<file path="src/rtl/mem_bus_arbiter_if.sv">
// -----------------------------------------------------------------------------
// mem_bus_arbiter_if
//   Bundles the requester ports (I fetch, D load/store) and the shared memory
//   port that mem_bus_arbiter sits between.
//
//   Signals
//     i_req/i_addr                     I port request (read-only port)
//     i_done/i_rdata                   I port completion pulse and read data
//     d_req/d_addr/d_we/d_wdata/d_wstrb D port request
//     d_done/d_rdata/d_err             D port completion, read data, timeout flag
//     mem_valid/mem_addr/mem_we/
//     mem_wdata/mem_wstrb              shared memory request
//     mem_ready/mem_rdata              memory completion and read data
//
//   Modports
//     master  arbiter view: it serves the requesters and masters the memory port
//     slave   view of everything around the arbiter (requesters plus memory)
// -----------------------------------------------------------------------------
interface mem_bus_arbiter_if #(
    parameter int unsigned AW = 64,
    parameter int unsigned DW = 64
);
    logic              i_req;
    logic [AW-1:0]     i_addr;
    logic              i_done;
    logic [DW-1:0]     i_rdata;

    logic              d_req;
    logic [AW-1:0]     d_addr;
    logic              d_we;
    logic [DW-1:0]     d_wdata;
    logic [DW/8-1:0]   d_wstrb;
    logic              d_done;
    logic [DW-1:0]     d_rdata;
    logic              d_err;

    logic              mem_valid;
    logic [AW-1:0]     mem_addr;
    logic              mem_we;
    logic [DW-1:0]     mem_wdata;
    logic [DW/8-1:0]   mem_wstrb;
    logic              mem_ready;
    logic [DW-1:0]     mem_rdata;

    modport master (
        input  i_req, i_addr, d_req, d_addr, d_we, d_wdata, d_wstrb, mem_ready, mem_rdata,
        output i_done, i_rdata, d_done, d_rdata, d_err,
        output mem_valid, mem_addr, mem_we, mem_wdata, mem_wstrb
    );

    modport slave (
        output i_req, i_addr, d_req, d_addr, d_we, d_wdata, d_wstrb, mem_ready, mem_rdata,
        input  i_done, i_rdata, d_done, d_rdata, d_err,
        input  mem_valid, mem_addr, mem_we, mem_wdata, mem_wstrb
    );
endinterface

</file>
<file path="src/rtl/mem_bus_arbiter.sv">
// -----------------------------------------------------------------------------
// mem_bus_arbiter
//   Shares one memory port between the CPU instruction-fetch port (I) and the
//   load/store port (D). One transaction in flight; the winner's request fields
//   are latched at grant and drive the memory port until mem_ready (or timeout).
//   Completion returns to the owner as a registered one-cycle done pulse.
//
//   Ports
//     clk    system clock, all logic on posedge
//     reset  synchronous, active-high
//     bus    mem_bus_arbiter_if.master (requester and memory signals)
//
//   Parameters
//     AW       address width
//     DW       data width (DW/8 byte strobes)
//     TIMEOUT  consecutive mem_valid cycles without mem_ready before the access
//              is abandoned (0 disables)
//
//   Build option
//     ARB_ROUND_ROBIN_EN  defined: ties go to the port that did not own the bus
//                         last. Undefined: D always wins ties.
// -----------------------------------------------------------------------------
module mem_bus_arbiter #(
    parameter int unsigned AW      = 64,
    parameter int unsigned DW      = 64,
    parameter int unsigned TIMEOUT = 255
) (
    input  logic              clk,
    input  logic              reset,
    mem_bus_arbiter_if.master bus
);
    localparam int unsigned SW = DW / 8;
    localparam int unsigned CW = ($clog2(TIMEOUT + 1) > 8) ? $clog2(TIMEOUT + 1) : 8;

    typedef enum logic [1:0] {StIdle, StOwnI, StOwnD} state_e;

    state_e          state_q, state_d;
    logic [AW-1:0]   addr_q, addr_d;
    logic            we_q, we_d;
    logic [DW-1:0]   wdata_q, wdata_d;
    logic [SW-1:0]   wstrb_q, wstrb_d;
    logic [CW-1:0]   cnt_q, cnt_d;
    logic            i_done_q, i_done_d;
    logic            d_done_q, d_done_d;
    logic            d_err_q, d_err_d;
    logic [DW-1:0]   i_rdata_q, i_rdata_d;
    logic [DW-1:0]   d_rdata_q, d_rdata_d;
    logic            grant_i, grant_d;
    logic            timeout_hit;

`ifdef ARB_ROUND_ROBIN_EN
    // 1 when D owned the bus most recently; resets to I so D takes the first tie.
    logic last_d_q, last_d_d;

    assign grant_d = bus.d_req && (!bus.i_req || !last_d_q);
`else
    assign grant_d = bus.d_req;
`endif
    assign grant_i = bus.i_req && !grant_d;

    // Fires in the TIMEOUT-th consecutive owned cycle without mem_ready.
    assign timeout_hit = (TIMEOUT != 0) && !bus.mem_ready && (cnt_q == CW'(TIMEOUT - 1));

    always_comb begin
        state_d   = state_q;
        addr_d    = addr_q;
        we_d      = we_q;
        wdata_d   = wdata_q;
        wstrb_d   = wstrb_q;
        cnt_d     = cnt_q;
        i_done_d  = 1'b0;
        d_done_d  = 1'b0;
        d_err_d   = 1'b0;
        i_rdata_d = i_rdata_q;
        d_rdata_d = d_rdata_q;
`ifdef ARB_ROUND_ROBIN_EN
        last_d_d  = last_d_q;
`endif
        unique case (state_q)
            StIdle: begin
                cnt_d = '0;
                if (grant_d) begin
                    state_d = StOwnD;
                    addr_d  = bus.d_addr;
                    we_d    = bus.d_we;
                    wdata_d = bus.d_wdata;
                    wstrb_d = bus.d_we ? bus.d_wstrb : '0;
`ifdef ARB_ROUND_ROBIN_EN
                    last_d_d = 1'b1;
`endif
                end else if (grant_i) begin
                    state_d = StOwnI;
                    addr_d  = bus.i_addr;
                    we_d    = 1'b0;
                    wdata_d = '0;
                    wstrb_d = '0;
`ifdef ARB_ROUND_ROBIN_EN
                    last_d_d = 1'b0;
`endif
                end
            end
            StOwnI, StOwnD: begin
                if (bus.mem_ready) begin
                    state_d = StIdle;
                    if (state_q == StOwnI) begin
                        i_done_d  = 1'b1;
                        i_rdata_d = bus.mem_rdata;
                    end else begin
                        d_done_d = 1'b1;
                        if (!we_q) begin
                            d_rdata_d = bus.mem_rdata;
                        end
                    end
                end else if (timeout_hit) begin
                    // Abandon the access; the owner still gets its done pulse.
                    state_d = StIdle;
                    if (state_q == StOwnI) begin
                        i_done_d  = 1'b1;
                        i_rdata_d = '0;
                    end else begin
                        d_done_d  = 1'b1;
                        d_err_d   = 1'b1;
                        d_rdata_d = '0;
                    end
                end else begin
                    cnt_d = cnt_q + CW'(1);
                end
            end
            default: state_d = StIdle;
        endcase
    end

    always_ff @(posedge clk) begin
        if (reset) begin
            state_q   <= StIdle;
            addr_q    <= '0;
            we_q      <= 1'b0;
            wdata_q   <= '0;
            wstrb_q   <= '0;
            cnt_q     <= '0;
            i_done_q  <= 1'b0;
            d_done_q  <= 1'b0;
            d_err_q   <= 1'b0;
            i_rdata_q <= '0;
            d_rdata_q <= '0;
`ifdef ARB_ROUND_ROBIN_EN
            last_d_q  <= 1'b0;
`endif
        end else begin
            state_q   <= state_d;
            addr_q    <= addr_d;
            we_q      <= we_d;
            wdata_q   <= wdata_d;
            wstrb_q   <= wstrb_d;
            cnt_q     <= cnt_d;
            i_done_q  <= i_done_d;
            d_done_q  <= d_done_d;
            d_err_q   <= d_err_d;
            i_rdata_q <= i_rdata_d;
            d_rdata_q <= d_rdata_d;
`ifdef ARB_ROUND_ROBIN_EN
            last_d_q  <= last_d_d;
`endif
        end
    end

    assign bus.mem_valid = (state_q != StIdle);
    assign bus.mem_addr  = addr_q;
    assign bus.mem_we    = we_q;
    assign bus.mem_wdata = wdata_q;
    assign bus.mem_wstrb = wstrb_q;
    assign bus.i_done    = i_done_q;
    assign bus.i_rdata   = i_rdata_q;
    assign bus.d_done    = d_done_q;
    assign bus.d_rdata   = d_rdata_q;
    assign bus.d_err     = d_err_q;
endmodule
</file>
<file path="src/flat_wrapper.sv">
// flat-port wrapper written by rule: the top's interface ports become plain ports
module mem_bus_arbiter_flat 
#(
    parameter int unsigned AW      = 64,
    parameter int unsigned DW      = 64,
    parameter int unsigned TIMEOUT = 255
)
  (clk, reset, bus_i_req, bus_i_addr, bus_d_req, bus_d_addr, bus_d_we, bus_d_wdata, bus_d_wstrb, bus_mem_ready, bus_mem_rdata, bus_i_done, bus_i_rdata, bus_d_done, bus_d_rdata, bus_d_err, bus_mem_valid, bus_mem_addr, bus_mem_we, bus_mem_wdata, bus_mem_wstrb);
  mem_bus_arbiter_if #(.AW(AW), .DW(DW)) bus_i ();
  input  logic clk;
  input  logic reset;
  input wire logic [$bits(bus_i.i_req)-1:0] bus_i_req;
  input wire logic [$bits(bus_i.i_addr)-1:0] bus_i_addr;
  input wire logic [$bits(bus_i.d_req)-1:0] bus_d_req;
  input wire logic [$bits(bus_i.d_addr)-1:0] bus_d_addr;
  input wire logic [$bits(bus_i.d_we)-1:0] bus_d_we;
  input wire logic [$bits(bus_i.d_wdata)-1:0] bus_d_wdata;
  input wire logic [$bits(bus_i.d_wstrb)-1:0] bus_d_wstrb;
  input wire logic [$bits(bus_i.mem_ready)-1:0] bus_mem_ready;
  input wire logic [$bits(bus_i.mem_rdata)-1:0] bus_mem_rdata;
  output wire logic [$bits(bus_i.i_done)-1:0] bus_i_done;
  output wire logic [$bits(bus_i.i_rdata)-1:0] bus_i_rdata;
  output wire logic [$bits(bus_i.d_done)-1:0] bus_d_done;
  output wire logic [$bits(bus_i.d_rdata)-1:0] bus_d_rdata;
  output wire logic [$bits(bus_i.d_err)-1:0] bus_d_err;
  output wire logic [$bits(bus_i.mem_valid)-1:0] bus_mem_valid;
  output wire logic [$bits(bus_i.mem_addr)-1:0] bus_mem_addr;
  output wire logic [$bits(bus_i.mem_we)-1:0] bus_mem_we;
  output wire logic [$bits(bus_i.mem_wdata)-1:0] bus_mem_wdata;
  output wire logic [$bits(bus_i.mem_wstrb)-1:0] bus_mem_wstrb;
  assign bus_i.i_req = bus_i_req;
  assign bus_i.i_addr = bus_i_addr;
  assign bus_i.d_req = bus_d_req;
  assign bus_i.d_addr = bus_d_addr;
  assign bus_i.d_we = bus_d_we;
  assign bus_i.d_wdata = bus_d_wdata;
  assign bus_i.d_wstrb = bus_d_wstrb;
  assign bus_i.mem_ready = bus_mem_ready;
  assign bus_i.mem_rdata = bus_mem_rdata;
  assign bus_i_done = bus_i.i_done;
  assign bus_i_rdata = bus_i.i_rdata;
  assign bus_d_done = bus_i.d_done;
  assign bus_d_rdata = bus_i.d_rdata;
  assign bus_d_err = bus_i.d_err;
  assign bus_mem_valid = bus_i.mem_valid;
  assign bus_mem_addr = bus_i.mem_addr;
  assign bus_mem_we = bus_i.mem_we;
  assign bus_mem_wdata = bus_i.mem_wdata;
  assign bus_mem_wstrb = bus_i.mem_wstrb;
  mem_bus_arbiter #(.AW(AW), .DW(DW), .TIMEOUT(TIMEOUT)) u_core (.clk(clk), .reset(reset), .bus(bus_i));
endmodule
</file>
<file path="config.mk">
export PLATFORM = sky130hd
export DESIGN_NAME = mem_bus_arbiter_flat
export DESIGN_NICKNAME = d
export VERILOG_FILES = /design/src/rtl/mem_bus_arbiter_if.sv /design/src/rtl/mem_bus_arbiter.sv /design/src/flat_wrapper.sv
export SDC_FILE = /design/constraint.sdc
export NUM_CORES = 1
export LEC_CHECK = 0
export CAP_MARGIN = 20
export CORE_AREA = 2 2 207 209
export DETAILED_ROUTE_END_ITERATION = 16
export DIE_AREA = 0 0 209 211
export PLACE_DENSITY = 0.54
export SYNTH_ARGS = -nofsm -noshare
export SYNTH_HDL_FRONTEND = slang
export SYNTH_SLANG_ARGS = --single-unit
</file>
<file path="constraint.sdc">
create_clock -name clk -period 5 [get_ports clk]
set_input_delay 0.5 -clock clk [delete_from_list [all_inputs] [get_ports clk]]
set_output_delay 0.5 -clock clk [all_outputs]
set_load 0.01 [all_outputs]
</file>
==> results of run 1 <==
layer usage:
layer | wire length [um] | global-route usage [%] | vias up
met5 | 16 | 0 | -
met4 | 944 | 5.00 | 2
met3 | 3420 | 6.23 | 49
met2 | 19400 | 29.8 | 402
met1 | 16000 | 20.1 | 4642
li1 | - | - | 4820
path summary, 6_finish.rpt:
path              cells past startpoint  slack, ns                     end                    from
hold / removal                        2       0.33   u_core.bus.i_rdata[2]                   reset
hold reg to reg                       1       0.47  u_core.bus.d_rdata[33]  u_core.bus.d_rdata[33]
setup / recovery                      7       2.42  u_core.bus.i_rdata[24]       u_core.state_q[0]
setup reg to reg                      7       2.42  u_core.bus.i_rdata[24]       u_core.state_q[0]
registers in the layout, indices dropped and copies added (netlist names):
| signal | cells |
|---|---|
| u_core.bus.d_done | 1 |
| u_core.bus.d_err | 1 |
| u_core.bus.d_rdata | 64 |
| u_core.bus.i_done | 1 |
| u_core.bus.i_rdata | 64 |
| u_core.bus.mem_addr | 64 |
| u_core.bus.mem_wdata | 64 |
| u_core.bus.mem_we | 1 |
| u_core.bus.mem_wstrb | 8 |
| u_core.cnt_q | 8 |
| u_core.state_q | 2 |
cells in the mapped netlist (all sizes together), types with 2 or more instances:
cell and number:
nand2b 6, dfxtp 278, and3 2, a21oi 72
nand2 8, clkbuf 50, inv 7, a22o 64
ha 4, buf 53, nor3 5, a22oi 72
a211oi 65, nor4 2, o211ai 2, mux2i 65
or3 2, o21ai 67, nand3 71, nor2 142
kinds of logic (layout without fill, tap and decap cells):
logic type	count (synthesis)	count (layout)	synth area share, %
xor+xnor	1	1	0.0851
simple gates	243	243	10.5
buf+inv	110	622	4.97
compound gates	350	350	23.4
mux	66	66	6.43
flops	278	278	54.1
fa+ha+maj	4	4	0.486
area by class of cell:
type | instances | area [um^2]
fillers | 4098 | 24500
flip-flops and latches | 278 | 5570
repair buffers | 552 | 5520
multi-input cells | 664 | 4250
clock buffers | 46 | 978
well taps | 539 | 674
clock inverters | 17 | 279
inverters | 7 | 26.3
where the power goes:
part	leakage, uW	switching [uW]	total (uW)	internal, uW
clock	0.000622	1000	2750	1750
combinational	0.00347	537	1140	604
sequential	0.00227	86.4	2460	2370
total	0.00636	1620	6350	4730
through the flow:
step	setup slack (ns)	hold slack, ns	cells
2_1_floorplan	3.25	0.474	1052
3_3_place_gp	2.24	0.455	2039
3_5_place_dp	2.24	0.454	2039
4_1_cts	2.37	0.302	2102
5_1_grt	2.14	0.322	2103
6_report	2.42	0.335	2103
worst max-delay path: cells and delay by family, from the launching register on:
family	cells	cell delay, ns
AO/OA/AOI/OAI	1	0.18
adder cells (fa/ha/maj)	1	0.46
buffers and inverters	3	0.57
flip-flops	1	0.36
AND/OR/NAND/NOR	2	0.91
==> impl_metrics.tcl, run 1 <==
set metrics [dict create \
    status "finished clean" \
    synth_area_mm2 0.0103 \
    initial_core_util_pct 24.6 \
    postRouteAntennaNets 0 \
    fmax_mhz 387 \
    maxSlewViolCount 0 \
    p_total_uw 6350 \
    die-area_mm2 0.0441 \
    cp_slowest_stage_delay_ns 0.81 \
    fin_skew_ns 0.0204 \
    timing.critical_path.cells "inv_1 -> ha_1 -> inv_1 -> nor2_4 -> buf_4 -> nand3_1 -> a21oi_1" \
    mostFrequentLayoutCell "clkdlybuf4s50_1" \
    synthArstFlopShare_pct 0 \
    fin_setup_tns_ns 0 \
    p_per_area_mw_per_mm2 367 \
    nets 1812 \
    first_global_vias 9770 \
    area_growth_syn_to_layout_pct 68.0 \
    p_leak_uw 0.00636 \
    avgSynthCellArea_um2 9.78 \
    hold_class "in2reg" \
    yosys_warnings 0 \
    startpoint_type "flip-flop" \
    cts_setup_buffers 0 \
    synth_area_leaders "dfxtp_1, mux2i_1, a22o_1, a22oi_1, nor2_1" \
    synth_edf_count 0 \
    drc 0 \
    num_io_pins 539 \
    synth.net_count 1326 \
    drive_gt1_share_pct 5.75 \
    postCtsHoldBufs 0 \
    clk_pin_slew_ns 0.06 \
    dr.first_iter.drc_count 514 \
    crit_slowest_cell "nor2_4" \
    synth_cells 1052 \
    yosys.area.top_type "dfxtp_1" \
    die_w_um 209 \
    cts.sinks 278 \
    grt_usage_pct 17.3 \
    finalHoldViolations 0 \
    firstDrtPassIters 5 \
    grt_setup_unrepaired "no" \
    routed_wl_um 39800 \
    end_kind "flip-flop" \
    fin_crit_sh_pct 51.7 \
    coreArea_mm2 0.0418 \
    gr-total-overflow 0 \
    relSlewSlack_pct 30.4 \
    htreeDepth 2 \
    required_ns 5.45 \
    insertion_delay_ns 0.54 \
    setup_viol 0 \
    critical_path_class "reg2reg" \
    root_buffer "clkbuf_16" \
    die-height_um 211 \
    dp_hpwl_um 28900 \
    antenna_found_initial 1 \
    seq_area_frac_synth_pct 54.1 \
    layout_common_cells "clkdlybuf4s50_1, dfxtp_1, nor2_1" \
    final_area_mm2 0.0173 \
    cts-resized-gates 0 \
    cts_tree "yes" \
    peakVddDrop_v 0.000173 \
    crit_top_cell "inv_1" \
    vias 9915 \
    synth_top_area_share_pct 54.1 \
    worst_pin_slew_ns 1.04 \
    rows 75 \
    synth_ff_type "dfxtp_1" \
    grt_max_degree 129 \
    clock_path_buffers 3 \
    ys_seq_elements 278 \
    viasPerCell 4.71 \
    finalCriticalPeriod_ns 2.58 \
    diodes 0 \
    numCtsBuffers 35 \
    dpl_cell_area_mm2 0.0160 \
    routed_wire_length_per_instance_um 18.9 \
    cap_violations 0 \
    cp.arrival_ns 3.03 \
    synthDistinctLibCells 46 \
    gp_congestion 0.781 \
    final_util_pct 41.4 \
    grt_pass1_wl_um 59400 \
    io_buffers 538 \
    cp_max_fo 41 \
]
(Power assumes the default switching activity.)
==> inputs of run 2 (changes only) <==
==> constraint.sdc (replaced) <==
create_clock -name clk -period 2.67 [get_ports clk]
set_input_delay 0.267 -clock clk [delete_from_list [all_inputs] [get_ports clk]]
set_output_delay 0.267 -clock clk [all_outputs]
set_load 0.01 [all_outputs]
==> run 2 against run 1 <==
Net effect:
- cell area shrank 0.72%
- count of clock-buffer cells in the layout grew 1
- power grew 75%
- non-clock buffer count grew 3
- global-route usage is essentially flat
- clock skew shrank 0.0014 ns
- clock power grew 59%
- cell count is essentially flat
==> impl_metrics.tcl, run 2 (same netlist as run 1, synthesis figures left out) <==
set metrics [dict create \
    fin_crit_sh_pct 86.6 \
    coreArea_mm2 0.0418 \
    cp_max_fo 8 \
    vias 9881 \
    setup_viol 0 \
    reg2reg_depth 6 \
    io_buffers 538 \
    fin_setup_tns_ns 0 \
    numCtsBuffers 34 \
    maxSlewViolCount 0 \
    fin_cells 2104 \
    firstDrtPassIters 5 \
    mostFrequentLayoutCell "clkdlybuf4s50_1" \
    grt_setup_unrepaired "no" \
    status "finished clean" \
    routed_wire_length_per_instance_um 18.9 \
    hold_depth 3 \
    cts-resized-gates 0 \
    startpoint_type "flip-flop" \
    relSlewSlack_pct 61.2 \
    nFillCells 4087 \
    viasPerCell 4.70 \
    insertion_delay_ns 0.54 \
    antenna_found_initial 3 \
    nets 1814 \
    layout_common_cells "clkdlybuf4s50_1, dfxtp_1, nor2_1" \
    end_kind "output pin" \
    num_io_pins 539 \
    peakVddDrop_v 0.000388 \
    cp.arrival_ns 2.05 \
    htreeDepth 2 \
    numPlacedInstances 2043 \
    drc 0 \
    fin_skew_ns 0.0189 \
    drive_gt1_share_pct 5.63 \
    cts_tree "yes" \
    area_growth_syn_to_layout_pct 66.8 \
    die-area_mm2 0.0441 \
    die-height_um 211 \
    p_leak_uw 0.00629 \
    clk_pin_slew_ns 0.06 \
    clock_path_buffers 3 \
    routed_wl_um 39800 \
    worst_pin_slew_ns 0.583 \
    finalCriticalPeriod_ns 2.31 \
    first_global_vias 9881 \
    gp_congestion 0.757 \
    gr-total-overflow 0 \
    dp_hpwl_um 28800 \
    cts.sinks 278 \
    cts_setup_buffers 0 \
    grt_max_degree 129 \
    postCtsHoldBufs 0 \
    die_w_um 209 \
    final_util_pct 41.1 \
    p_per_area_mw_per_mm2 649 \
    fin_ws_ns 0.357 \
    required_ns 2.40 \
    hold_class "in2reg" \
    finalHoldViolations 0 \
    rows 75 \
    root_buffer "clkbuf_16" \
    fmax_mhz 432 \
    postRouteAntennaNets 0 \
    pre_cts_ws_ns 0.616 \
    cap_violations 0 \
    critical_path_class "reg2out" \
    grt_pass1_wl_um 59400 \
    initial_core_util_pct 24.6 \
    dr.first_iter.drc_count 536 \
    grt_usage_pct 17.2 \
]
==> run 2: cell count changes in the layout (fill, tap and decap cells not counted), moves of 2 or more <==
| cell | change |
|---|---|
| buf_12 | +7 |
| buf_4 | -3 |
| bufinv_16 | -7 |
| clkbuf_1 | +2 |
| clkbuf_16 | -2 |
==> run 2: worst paths after layout <==
path	startpoint	to	slack [ns]
min	bus_d_req	u_core.state_q[0]	0.11
max	u_core.state_q[0]	bus_mem_valid	0.36
min reg2reg	u_core.bus.d_rdata[19]	u_core.bus.d_rdata[19]	0.47
max reg2reg	u_core.state_q[0]	u_core.cnt_q[2]	0.56
==> run 2: metal layers <==
layer,routed length (um),up-vias,track usage [%]
li1,-,4823,-
met1,16200,4594,20.3
met2,18900,399,29.0
met3,3500,61,5.99
met4,1160,4,6.43
met5,25,-,0
==> run 2: layout make-up <==
| type | count | area (um^2) | area share [%] |
|---|---|---|---|
| timing repair buffer | 555 | 5610 | 32.7 |
| sequential | 278 | 5570 | 32.4 |
| multi-input combinational | 664 | 4250 | 24.8 |
| clock buffer | 47 | 950 | 5.53 |
| tap | 539 | 674 | 3.93 |
| clock inverter | 13 | 91.3 | 0.532 |
| inverter | 7 | 26.3 | 0.153 |
| antenna | 1 | 2.50 | 0.0146 |
==> run 2: report_power, final <==
part / switching (uW) / leakage, uW / total (uW) / internal, uW
Clock: 1860 / 0.000520 / 4370 / 2510
Sequential: 161 / 0.00227 / 4610 / 4450
Combinational: 1010 / 0.00350 / 2160 / 1150
==> run 2: critical path, stage by stage (launching register included) <==
cell and delay, ns:
dfxtp_1 0.36, inv_1 0.06, ha_1 0.33, inv_2 0.13, clkdlybuf4s50_1 0.63
==> run 2: metrics by stage <==
| step | total power, uW | instance area, um^2 | hold WS [ns] |
|---|---|---|---|
| after global placement | 6870 | 16100 | 0.455 |
| after detailed placement | 6880 | 16100 | 0.455 |
| final | 11100 | 17200 | 0.114 |
| after floorplan | 5600 | 10300 | 0.400 |
| after CTS | 11300 | 17200 | 0.0790 |
| after global routing | 11700 | 17200 | 0.115 |
==> inputs of run 3 (changes only) <==
--- a/config.mk
+++ b/config.mk
@@ -9,7 +9,6 @@
 export CORE_AREA = 2 2 207 209
 export DETAILED_ROUTE_END_ITERATION = 16
 export DIE_AREA = 0 0 209 211
-export PLACE_DENSITY = 0.54
 export SYNTH_ARGS = -nofsm -noshare
 export SYNTH_HDL_FRONTEND = slang
 export SYNTH_SLANG_ARGS = --single-unit
==> run 3 against run 2 <==
Net effect:
- clock power down 8.0%
- via count up 0.69%
- critical endpoint unchanged
- count of clock-buffer cells in the layout up 1
- sequential power about the same
- cell count up 0.14%
- largest power group unchanged
- worst hold slack better by 0.0049 ns
- combinational power up 2%
- global-route usage down 0.87 points
==> impl_metrics.tcl, run 3 (same netlist as run 1, synthesis figures left out) <==
set metrics [dict create \
    fin_crit_sh_pct 86.5 \
    routed_wl_um 38400 \
    root_buffer "clkbuf_16" \
    die-area_mm2 0.0441 \
    mostFrequentLayoutCell "clkdlybuf4s50_1" \
    hold_path_end "u_core.bus.i_rdata[32]" \
    clk_pin_slew_ns 0.06 \
    status "finished clean" \
    fmax_mhz 433 \
    dpl_cell_area_mm2 0.0162 \
    relSlewSlack_pct 53.6 \
    coreArea_mm2 0.0418 \
    cts-resized-gates 0 \
    first_global_vias 9795 \
    gp_congestion 0.800 \
    worst_pin_slew_ns 0.696 \
    setup_viol 0 \
    finalHoldViolations 0 \
    cts_tree "yes" \
    postRouteAntennaNets 0 \
    end_kind "output pin" \
    numCtsBuffers 31 \
    num_io_pins 539 \
    die-height_um 211 \
    pre_cts_ws_ns 0.579 \
    cts.sinks 278 \
    worstReg2RegStart "u_core.state_q[0]" \
    rr_endpoint "u_core.cnt_q[2]" \
    cp-startpoint "u_core.state_q[0]" \
    grt_max_degree 71 \
    maxSlewViolCount 0 \
    cp.arrival_ns 2.04 \
    final_util_pct 41.1 \
    cap_violations 0 \
    fin_ws_ns 0.360 \
    grt_pass1_wl_um 57400 \
    cp_slowest_stage_delay_ns 0.62 \
    dr.first_iter.drc_count 544 \
    critical_path_class "reg2out" \
    area_growth_syn_to_layout_pct 66.7 \
    clock_path_buffers 3 \
    antenna_found_initial 3 \
    routed_wire_length_per_instance_um 18.2 \
    hold_path_startpoint "reset" \
    peakVddDrop_v 0.000566 \
    path_delay_family "buffers and inverters" \
    final_area_mm2 0.0172 \
    hold_class "in2reg" \
    fin_setup_tns_ns 0 \
    vias 9949 \
    insertion_delay_ns 0.56 \
    nets 1817 \
    drive_gt1_share_pct 5.62 \
    path_buf_inv 3 \
    gr-total-overflow 0 \
    timing.critical_path.cells "inv_1 -> ha_1 -> inv_2 -> clkdlybuf4s50_1" \
    io_buffers 538 \
    r2r_slack_ns 0.57 \
    initial_core_util_pct 24.6 \
    cp_max_fo 8 \
    p_per_area_mw_per_mm2 631 \
    p_leak_uw 0.00628 \
    die_w_um 209 \
    holdWs_ns 0.119 \
    grt_setup_unrepaired "no" \
    grt_usage_pct 16.4 \
    finalCriticalPeriod_ns 2.31 \
    htreeDepth 1 \
    required_ns 2.40 \
    firstDrtPassIters 5 \
    layout_common_cells "clkdlybuf4s50_1, dfxtp_1, nor2_1" \
    dp_hpwl_um 28300 \
    crit_slowest_cell "clkdlybuf4s50_1" \
    viasPerCell 4.72 \
    fin_skew_ns 0.0105 \
    rows 75 \
    hold_depth 2 \
    startpoint_type "flip-flop" \
    postCtsHoldBufs 0 \
    cts_setup_buffers 0 \
    drc 0 \
    reg2reg_depth 6 \
]
==> run 3: how the worst max path moves through the flow <==
stage	endpoint	slack (ns)	cells past startpoint
floorplan	u_core.cnt_q[4]	0.92	8
global placement	u_core.cnt_q[2]	0.64	6
detailed placement	u_core.bus.mem_addr[45]	0.58	6
CTS	bus_mem_valid	0.32	4
global route	bus_mem_valid	0.28	4
finish	bus_mem_valid	0.36	4
==> run 3: per-stage QoR <==
| step | total power, uW | cells |
|---|---|---|
| CTS | 11000 | 2105 |
| detailed placement | 6910 | 2049 |
| global placement | 6890 | 2049 |
| global route | 11300 | 2107 |
| finish | 10800 | 2107 |
| floorplan | 5600 | 1052 |
==> run 3: power breakdown <==
part | switching, uW | leakage (uW) | internal, uW
Clock | 1700 | 0.000468 | 2330
Sequential | 160 | 0.00227 | 4450
Combinational | 1020 | 0.00354 | 1180
Total | 2870 | 0.00628 | 7950
==> run 3: final cells by class <==
type | count | area [um^2]
multi-input cells | 664 | 4250
clock buffers | 48 | 910
diodes | 2 | 5.00
well taps | 539 | 674
repair buffers | 561 | 5680
clock inverters | 8 | 52.6
flip-flops and latches | 278 | 5570
fillers | 4117 | 24600
inverters | 7 | 26.3
==> run 3: per-layer routing <==
metal  vias up  GRT usage [%]  wire length (um)
met2       420           28.2             18600
met1      4646           19.2             15400
li1       4820              -                 -
met5         -              0                13
met4         2           5.02              1080
met3        61           5.50              3290
